==> config.mk <==
export PLATFORM = sky130hd
export DESIGN_NAME = i2c_reg_arbiter_flat
export DESIGN_NICKNAME = d
export VERILOG_FILES = /design/src/rtl/i2c_reg_arb_pkg.sv /design/src/rtl/i2c_reg_arbiter_if.sv /design/src/rtl/i2c_reg_arb_timer.sv /design/src/rtl/i2c_reg_arbiter.sv /design/src/flat_wrapper.sv
export SDC_FILE = /design/constraint.sdc
export NUM_CORES = 1
export LEC_CHECK = 0
export BUFFER_PORTS_ARGS = -buffer_cell sky130_fd_sc_hd__clkbuf_2
export CELL_PAD_IN_SITES_DETAIL_PLACEMENT = 2
export CELL_PAD_IN_SITES_GLOBAL_PLACEMENT = 2
export CORE_MARGIN = 1
export CORE_UTILIZATION = 28
export DETAILED_ROUTE_END_ITERATION = 10
export PLACE_DENSITY_LB_ADDON = 0.2
export SLEW_MARGIN = 5
export SYNTH_ARGS = -nofsm -noshare
export SYNTH_HDL_FRONTEND = slang
export SYNTH_SLANG_ARGS = --single-unit
==> constraint.sdc <==
create_clock -name clk -period 1.81 [get_ports clk]
set_input_delay 0.2715 -clock clk [delete_from_list [all_inputs] [get_ports clk]]
set_output_delay 0.2715 -clock clk [all_outputs]
set_load 0.02 [all_outputs]
==> src/rtl/i2c_reg_arb_pkg.sv <==
// i2c_reg_arb_pkg: shared FSM encodings, port indices and timeout read value for i2c_reg_arbiter.
package i2c_reg_arb_pkg;
    localparam logic [1:0] S_IDLE    = 2'd0;
    localparam logic [1:0] S_BUSY    = 2'd1;
    localparam logic [1:0] S_DONE    = 2'd2;
    localparam logic       PORT0     = 1'b0;
    localparam logic       PORT1     = 1'b1;
    localparam logic [7:0] ERR_RDATA = 8'hFF;
endpackage

==> src/rtl/i2c_reg_arbiter_if.sv <==
// i2c_reg_arbiter_if: two requester ports, the shared register-bank port and busy status.
interface i2c_reg_arbiter_if #(
    parameter int P_ADDR_W = 8
);
    logic                s0_en, s0_wr, s0_ack, s0_err;
    logic                s1_en, s1_wr, s1_ack, s1_err;
    logic [P_ADDR_W-1:0] s0_addr, s1_addr, m_addr;
    logic [7:0]          s0_wdata, s1_wdata, s0_rdata, s1_rdata;
    logic                m_en, m_wr, m_ack, busy;
    logic [7:0]          m_wdata, m_rdata;
    modport slave (
        input  s0_en, s0_wr, s0_addr, s0_wdata, s1_en, s1_wr, s1_addr, s1_wdata, m_rdata, m_ack,
        output s0_rdata, s0_ack, s0_err, s1_rdata, s1_ack, s1_err, m_en, m_wr, m_addr, m_wdata, busy
    );
    modport master (
        output s0_en, s0_wr, s0_addr, s0_wdata, s1_en, s1_wr, s1_addr, s1_wdata, m_rdata, m_ack,
        input  s0_rdata, s0_ack, s0_err, s1_rdata, s1_ack, s1_err, m_en, m_wr, m_addr, m_wdata, busy
    );
endinterface

==> src/rtl/i2c_reg_arb_timer.sv <==
// i2c_reg_arb_timer: BUSY-cycle counter that flags expiry on the cycle it would reach P_TIMEOUT.
module i2c_reg_arb_timer #(
    parameter int P_TIMEOUT = 15
) (
    input  logic clk,
    input  logic rst_n,
    input  logic clr_i,
    input  logic inc_i,
    output logic expire_o
);
    localparam int W = $clog2(P_TIMEOUT + 1);
    logic [W-1:0] cnt_q, cnt_d;
    assign cnt_d    = clr_i ? '0 : cnt_q + W'(inc_i);
    assign expire_o = inc_i && (int'(cnt_q) + 1 == P_TIMEOUT);
    always_ff @(posedge clk) cnt_q <= !rst_n ? '0 : cnt_d;
endmodule

==> src/rtl/i2c_reg_arbiter.sv <==
// i2c_reg_arbiter: two-port arbiter onto a shared register bank with a bank-ack timeout.
// Define I2C_REG_ARB_RR_EN for round-robin tie-breaking; otherwise port 0 wins ties.
module i2c_reg_arbiter
    import i2c_reg_arb_pkg::*;
#(
    parameter int P_ADDR_W  = 8,
    parameter int P_TIMEOUT = 15
) (
    input logic              clk,
    input logic              rst_n,
    i2c_reg_arbiter_if.slave bus
);
    logic [1:0]          state_q, state_d;
    logic                gnt_q, gnt_d, win, req, fin, expire;
    logic                m_en_q, m_en_d, m_wr_q, m_wr_d;
    logic [P_ADDR_W-1:0] m_addr_q, m_addr_d;
    logic [7:0]          m_wdata_q, m_wdata_d;
    logic [1:0][7:0]     rdata_q, rdata_d;
    logic [1:0]          ack_q, ack_d, err_q, err_d;
    assign req = bus.s0_en | bus.s1_en;
    assign fin = state_q == S_BUSY && (bus.m_ack || expire);
`ifdef I2C_REG_ARB_RR_EN
    logic last_q;
    assign win = (bus.s0_en & bus.s1_en) ? ~last_q : (bus.s0_en ? PORT0 : PORT1);
    always_ff @(posedge clk)
        last_q <= !rst_n ? PORT1 : ((state_q == S_IDLE && req) ? win : last_q);
`else
    assign win = bus.s0_en ? PORT0 : PORT1;
`endif
    i2c_reg_arb_timer #(.P_TIMEOUT(P_TIMEOUT)) u_timer (
        .clk     (clk),
        .rst_n   (rst_n),
        .clr_i   (state_q != S_BUSY),
        .inc_i   (state_q == S_BUSY && !bus.m_ack),
        .expire_o(expire)
    );
    always_comb begin
        state_d   = state_q;
        gnt_d     = gnt_q;
        m_en_d    = m_en_q;
        m_wr_d    = m_wr_q;
        m_addr_d  = m_addr_q;
        m_wdata_d = m_wdata_q;
        rdata_d   = rdata_q;
        err_d     = err_q;
        ack_d     = '0;
        if (state_q == S_IDLE && req) begin
            state_d   = S_BUSY;
            gnt_d     = win;
            m_en_d    = 1'b1;
            m_wr_d    = win ? bus.s1_wr : bus.s0_wr;
            m_addr_d  = win ? bus.s1_addr : bus.s0_addr;
            m_wdata_d = win ? bus.s1_wdata : bus.s0_wdata;
        end else if (fin) begin
            // a late m_ack coinciding with expiry still counts as success
            state_d        = S_DONE;
            m_en_d         = 1'b0;
            ack_d[gnt_q]   = 1'b1;
            err_d[gnt_q]   = ~bus.m_ack;
            rdata_d[gnt_q] = bus.m_ack ? (m_wr_q ? rdata_q[gnt_q] : bus.m_rdata) : ERR_RDATA;
        end else if (state_q == S_DONE) begin
            state_d = S_IDLE;
        end
    end
    always_ff @(posedge clk) begin
        if (!rst_n) begin
            state_q   <= S_IDLE;
            gnt_q     <= PORT0;
            m_en_q    <= 1'b0;
            m_wr_q    <= 1'b0;
            m_addr_q  <= '0;
            m_wdata_q <= '0;
            rdata_q   <= '0;
            ack_q     <= '0;
            err_q     <= '0;
        end else begin
            state_q   <= state_d;
            gnt_q     <= gnt_d;
            m_en_q    <= m_en_d;
            m_wr_q    <= m_wr_d;
            m_addr_q  <= m_addr_d;
            m_wdata_q <= m_wdata_d;
            rdata_q   <= rdata_d;
            ack_q     <= ack_d;
            err_q     <= err_d;
        end
    end
    assign bus.m_en     = m_en_q;
    assign bus.m_wr     = m_wr_q;
    assign bus.m_addr   = m_addr_q;
    assign bus.m_wdata  = m_wdata_q;
    assign bus.s0_rdata = rdata_q[PORT0];
    assign bus.s1_rdata = rdata_q[PORT1];
    assign bus.s0_ack   = ack_q[PORT0];
    assign bus.s1_ack   = ack_q[PORT1];
    assign bus.s0_err   = err_q[PORT0];
    assign bus.s1_err   = err_q[PORT1];
    assign bus.busy     = state_q != S_IDLE;
endmodule

==> src/flat_wrapper.sv <==
// flat-port wrapper written by rule: the top's interface ports become plain ports
module i2c_reg_arbiter_flat import i2c_reg_arb_pkg::*;
#(
    parameter int P_ADDR_W  = 8,
    parameter int P_TIMEOUT = 15
)
  (clk, rst_n, bus_s0_en, bus_s0_wr, bus_s0_addr, bus_s0_wdata, bus_s1_en, bus_s1_wr, bus_s1_addr, bus_s1_wdata, bus_m_rdata, bus_m_ack, bus_s0_rdata, bus_s0_ack, bus_s0_err, bus_s1_rdata, bus_s1_ack, bus_s1_err, bus_m_en, bus_m_wr, bus_m_addr, bus_m_wdata, bus_busy);
  i2c_reg_arbiter_if #(.P_ADDR_W(P_ADDR_W)) bus_i ();
  input logic clk;
  input logic rst_n;
  input wire logic [$bits(bus_i.s0_en)-1:0] bus_s0_en;
  input wire logic [$bits(bus_i.s0_wr)-1:0] bus_s0_wr;
  input wire logic [$bits(bus_i.s0_addr)-1:0] bus_s0_addr;
  input wire logic [$bits(bus_i.s0_wdata)-1:0] bus_s0_wdata;
  input wire logic [$bits(bus_i.s1_en)-1:0] bus_s1_en;
  input wire logic [$bits(bus_i.s1_wr)-1:0] bus_s1_wr;
  input wire logic [$bits(bus_i.s1_addr)-1:0] bus_s1_addr;
  input wire logic [$bits(bus_i.s1_wdata)-1:0] bus_s1_wdata;
  input wire logic [$bits(bus_i.m_rdata)-1:0] bus_m_rdata;
  input wire logic [$bits(bus_i.m_ack)-1:0] bus_m_ack;
  output wire logic [$bits(bus_i.s0_rdata)-1:0] bus_s0_rdata;
  output wire logic [$bits(bus_i.s0_ack)-1:0] bus_s0_ack;
  output wire logic [$bits(bus_i.s0_err)-1:0] bus_s0_err;
  output wire logic [$bits(bus_i.s1_rdata)-1:0] bus_s1_rdata;
  output wire logic [$bits(bus_i.s1_ack)-1:0] bus_s1_ack;
  output wire logic [$bits(bus_i.s1_err)-1:0] bus_s1_err;
  output wire logic [$bits(bus_i.m_en)-1:0] bus_m_en;
  output wire logic [$bits(bus_i.m_wr)-1:0] bus_m_wr;
  output wire logic [$bits(bus_i.m_addr)-1:0] bus_m_addr;
  output wire logic [$bits(bus_i.m_wdata)-1:0] bus_m_wdata;
  output wire logic [$bits(bus_i.busy)-1:0] bus_busy;
  assign bus_i.s0_en = bus_s0_en;
  assign bus_i.s0_wr = bus_s0_wr;
  assign bus_i.s0_addr = bus_s0_addr;
  assign bus_i.s0_wdata = bus_s0_wdata;
  assign bus_i.s1_en = bus_s1_en;
  assign bus_i.s1_wr = bus_s1_wr;
  assign bus_i.s1_addr = bus_s1_addr;
  assign bus_i.s1_wdata = bus_s1_wdata;
  assign bus_i.m_rdata = bus_m_rdata;
  assign bus_i.m_ack = bus_m_ack;
  assign bus_s0_rdata = bus_i.s0_rdata;
  assign bus_s0_ack = bus_i.s0_ack;
  assign bus_s0_err = bus_i.s0_err;
  assign bus_s1_rdata = bus_i.s1_rdata;
  assign bus_s1_ack = bus_i.s1_ack;
  assign bus_s1_err = bus_i.s1_err;
  assign bus_m_en = bus_i.m_en;
  assign bus_m_wr = bus_i.m_wr;
  assign bus_m_addr = bus_i.m_addr;
  assign bus_m_wdata = bus_i.m_wdata;
  assign bus_busy = bus_i.busy;
  i2c_reg_arbiter #(.P_ADDR_W(P_ADDR_W), .P_TIMEOUT(P_TIMEOUT)) u_core (.clk(clk), .rst_n(rst_n), .bus(bus_i));
endmodule
==> reports/results.txt <==
worst hold start: bus_s1_en
share of the synthesized area in the top cell type: 44.4%
kind of end point of the critical path: primary output
cell type with the highest aggregate area in the netlist: dfxtp_1
setup repair after global routing missed its margin: false
post-placement setup slack: 0.325 ns
dominant cell by count in the synthesized netlist: dfxtp_1
number of core rows: 30
slowest stage delay, CP: 0.39 ns
height of the die: 87.2 um
slew margin rel.: 75.4%
overall overflow remaining after global route: 0
Post-Route Skew: 0.00902 ns
DRC Markers: 0
transition at the pin with the smallest max-transition slack: 0.363 ns
detailed-placement wirelength estimate: 4.43 mm
Via density: 4.99
die area: 7600 um^2
Total GRT Usage: 16.5%
latest clock arrival within the worst-skew pair: 0.30 ns
peak ir drop on the vdd network: 0.000289 V
via total after detailed routing: 1817
count of state elements after synthesis: 45
proportion of synthesized flip-flops having asynchronous set or reset: 0%
count of endpoints failing hold in the final timing report: 0
antenna violations before repair: 0
Detailed Route WL: 5.90 mm
cell types occupying the most area after synthesis: dfxtp_1 44%, mux2i_1 8.4%, a211oi_2 6.2%
Longest Clk Path Bufs: 2
count of boundary I/O pins: 86
number of nets with antenna violations after detailed routing: 0
final-stage net count: 316
fin crit period: 1.58 ns
core region area: 6910 um^2
outcome: completed
total number of H-tree levels: 2
fill cell instance count of the final layout: 780
cell with the largest stage delay on the worst path: dfxtp_1
Pwr Density: 909 nW/um^2
post-CTS clock slew at the launch and capture registers of the worst setup and hold paths: 0.09 ns
area added between synthesis and finish: 29.8%
leakage power of the design: 1.25 nW
post-synthesis cell count: 185
element type at the critical path start: flop
ratio of final minimum period to clock period: 87.5%
first-pass GRT wire length: 9.63 mm
max-capacitance violation count: 0
data arrival at the endpoint of the critical path: 1.31 ns
first-iteration detailed-routing DRC count: 73
EDFF count, synth: 0
Worst Path Max Fanout: 10
global placement routability congestion: 0.672
Setup TNS Final: 0 ns
post-synthesis net count: 234
path class of the lowest-slack min-delay path: in -> reg
CTS Root Buffer Type: clkbuf_8
chip width: 87.2 um
final setup margin: 0.226 ns
starting density of the core: 29.4%
# setup viols final: 0
number of optimization iterations in the first detailed-route pass: 4
critical path startpoint: u_core.state_q[1]
distinct cell type count after synthesis: 37
clock tree from TritonCTS: built
count of input and output buffers: 85
cells along the critical path: nor2_1, buf_4, inv_1, clkbuf_2
origin of the critical flop-to-flop path: u_core.gnt_q
top cells by instance count after synthesis: 45 x dfxtp_1, 18 x a21oi_1, 17 x mux2i_1
number of global-route vias before repair: 1853
share of cells above drive strength 1: 48.9%
Synthesis Warnings: 0
Worst Path Required: 1.54 ns
buffers inserted during post-CTS setup optimization: 0
top achievable clock speed: 631 MHz
category of the critical setup timing path: reg -> out
ys flop type: dfxtp_1
sink count of the clock tree: 45
post-synthesis instance area: 2030 um^2
max-slew violation count: 0
number of gates resized after cts: 0
clock buffer count from CTS: 5
routed length per instance: 16.2 um
share of the yosys chip area belonging to registers: 44.4%
post-synthesis average cell area: 11.0 um^2
antenna diode count: 0
pin count of the biggest net entering global routing: 24
count of hold-fix buffers inserted at cts: 0
==> state kept, by name (all words and copies together), names as in the netlist, 2 cells and up <==
register,flops
u_core.ack_q,2
u_core.state_q,2
u_core.bus.m_addr,8
u_core.err_q,2
u_core.bus.m_wdata,8
u_core.bus.s1_rdata,8
u_core.u_timer.cnt_q,4
u_core.bus.s0_rdata,8
==> metal layers <==
layer / part of all wire [%] / vias to the layer above / global-route usage [%] / routed length (um)
li1: - / 875 / - / -
met1: 48 / 892 / 22.7 / 2810
met2: 47 / 45 / 25.3 / 2760
met3: 4.5 / 5 / 3.89 / 265
met4: 1.1 / 0 / 5.37 / 64
met5: 0 / - / 0 / 0
==> metrics by stage <==
| stage | hold WS (ns) | total power, W | instances | utilization, % | cell area (um^2) |
|---|---|---|---|---|---|
| floorplan | 0.413 | 0.00153 | 185 | - | 2030 |
| finish | 0.287 | 0.00240 | 364 | 38.2 | 2640 |
| global route | 0.277 | 0.00253 | 364 | 38.2 | 2640 |
| CTS | 0.272 | 0.00244 | 364 | 38.2 | 2640 |
| global placement | 0.490 | 0.00173 | 356 | 36.7 | 2530 |
| detailed placement | 0.496 | 0.00174 | 356 | 36.7 | 2530 |
==> layout make-up <==
type / count / area, um^2 / share of cell area, %
Inverter: 2 / 7.51 / 0.285
Timing Repair Buffer: 94 / 493 / 18.7
Clock inverter: 1 / 5.00 / 0.190
Multi-Input combinational cell: 119 / 1010 / 38.4
Clock buffer: 7 / 96.3 / 3.66
Tap cell: 96 / 120 / 4.56
Sequential cell: 45 / 901 / 34.2
==> placed cells by master, fill, tap and decap left out, types with 2 or more instances in the layout <==
cell	instances
o311a_1	10
o221a_2	9
ha_1	2
a21oi_1	18
nor2_1	5
dfxtp_1	45
a211oi_1	8
clkbuf_8	7
and4b_1	2
a211oi_2	10
mux2_2	8
buf_4	9
inv_1	2
mux2i_1	17
nand3b_1	8
and3_1	2
nand2_1	3
clkbuf_2	85
==> report_power, final <==
| part | switching, W | internal (W) |
|---|---|---|
| sequential | 0.0000529 | 0.00107 |
| clock | 0.000343 | 0.000346 |
| combinational | 0.000339 | 0.000244 |
| total | 0.000734 | 0.00166 |
==> worst paths after layout <==
check | endpoint | slack [ns] | cells past startpoint
worst min register to register | u_core.err_q[0] | 0.51 | 1
worst max-delay path | bus_busy | 0.23 | 4
worst max register to register | u_core.bus.s1_rdata[4] | 0.32 | 3
worst min-delay path | u_core.gnt_q | 0.29 | 3
==> worst max-delay path: cells and delay by family (launching register included) <==
kind	cells	cell delay, ns
buf+inv	3	0.42
flops	1	0.39
simple gates	1	0.20
==> logic make-up after synthesis <==
group,count (synthesis),synth area share [%]
xor+xnor,2,0.863
buf+inv,21,5.79
fa+ha+maj,2,1.23
compound gates,60,25.4
flops,45,44.4
simple gates,30,9.49
mux,25,12.8
(Power assumes the default switching activity.)
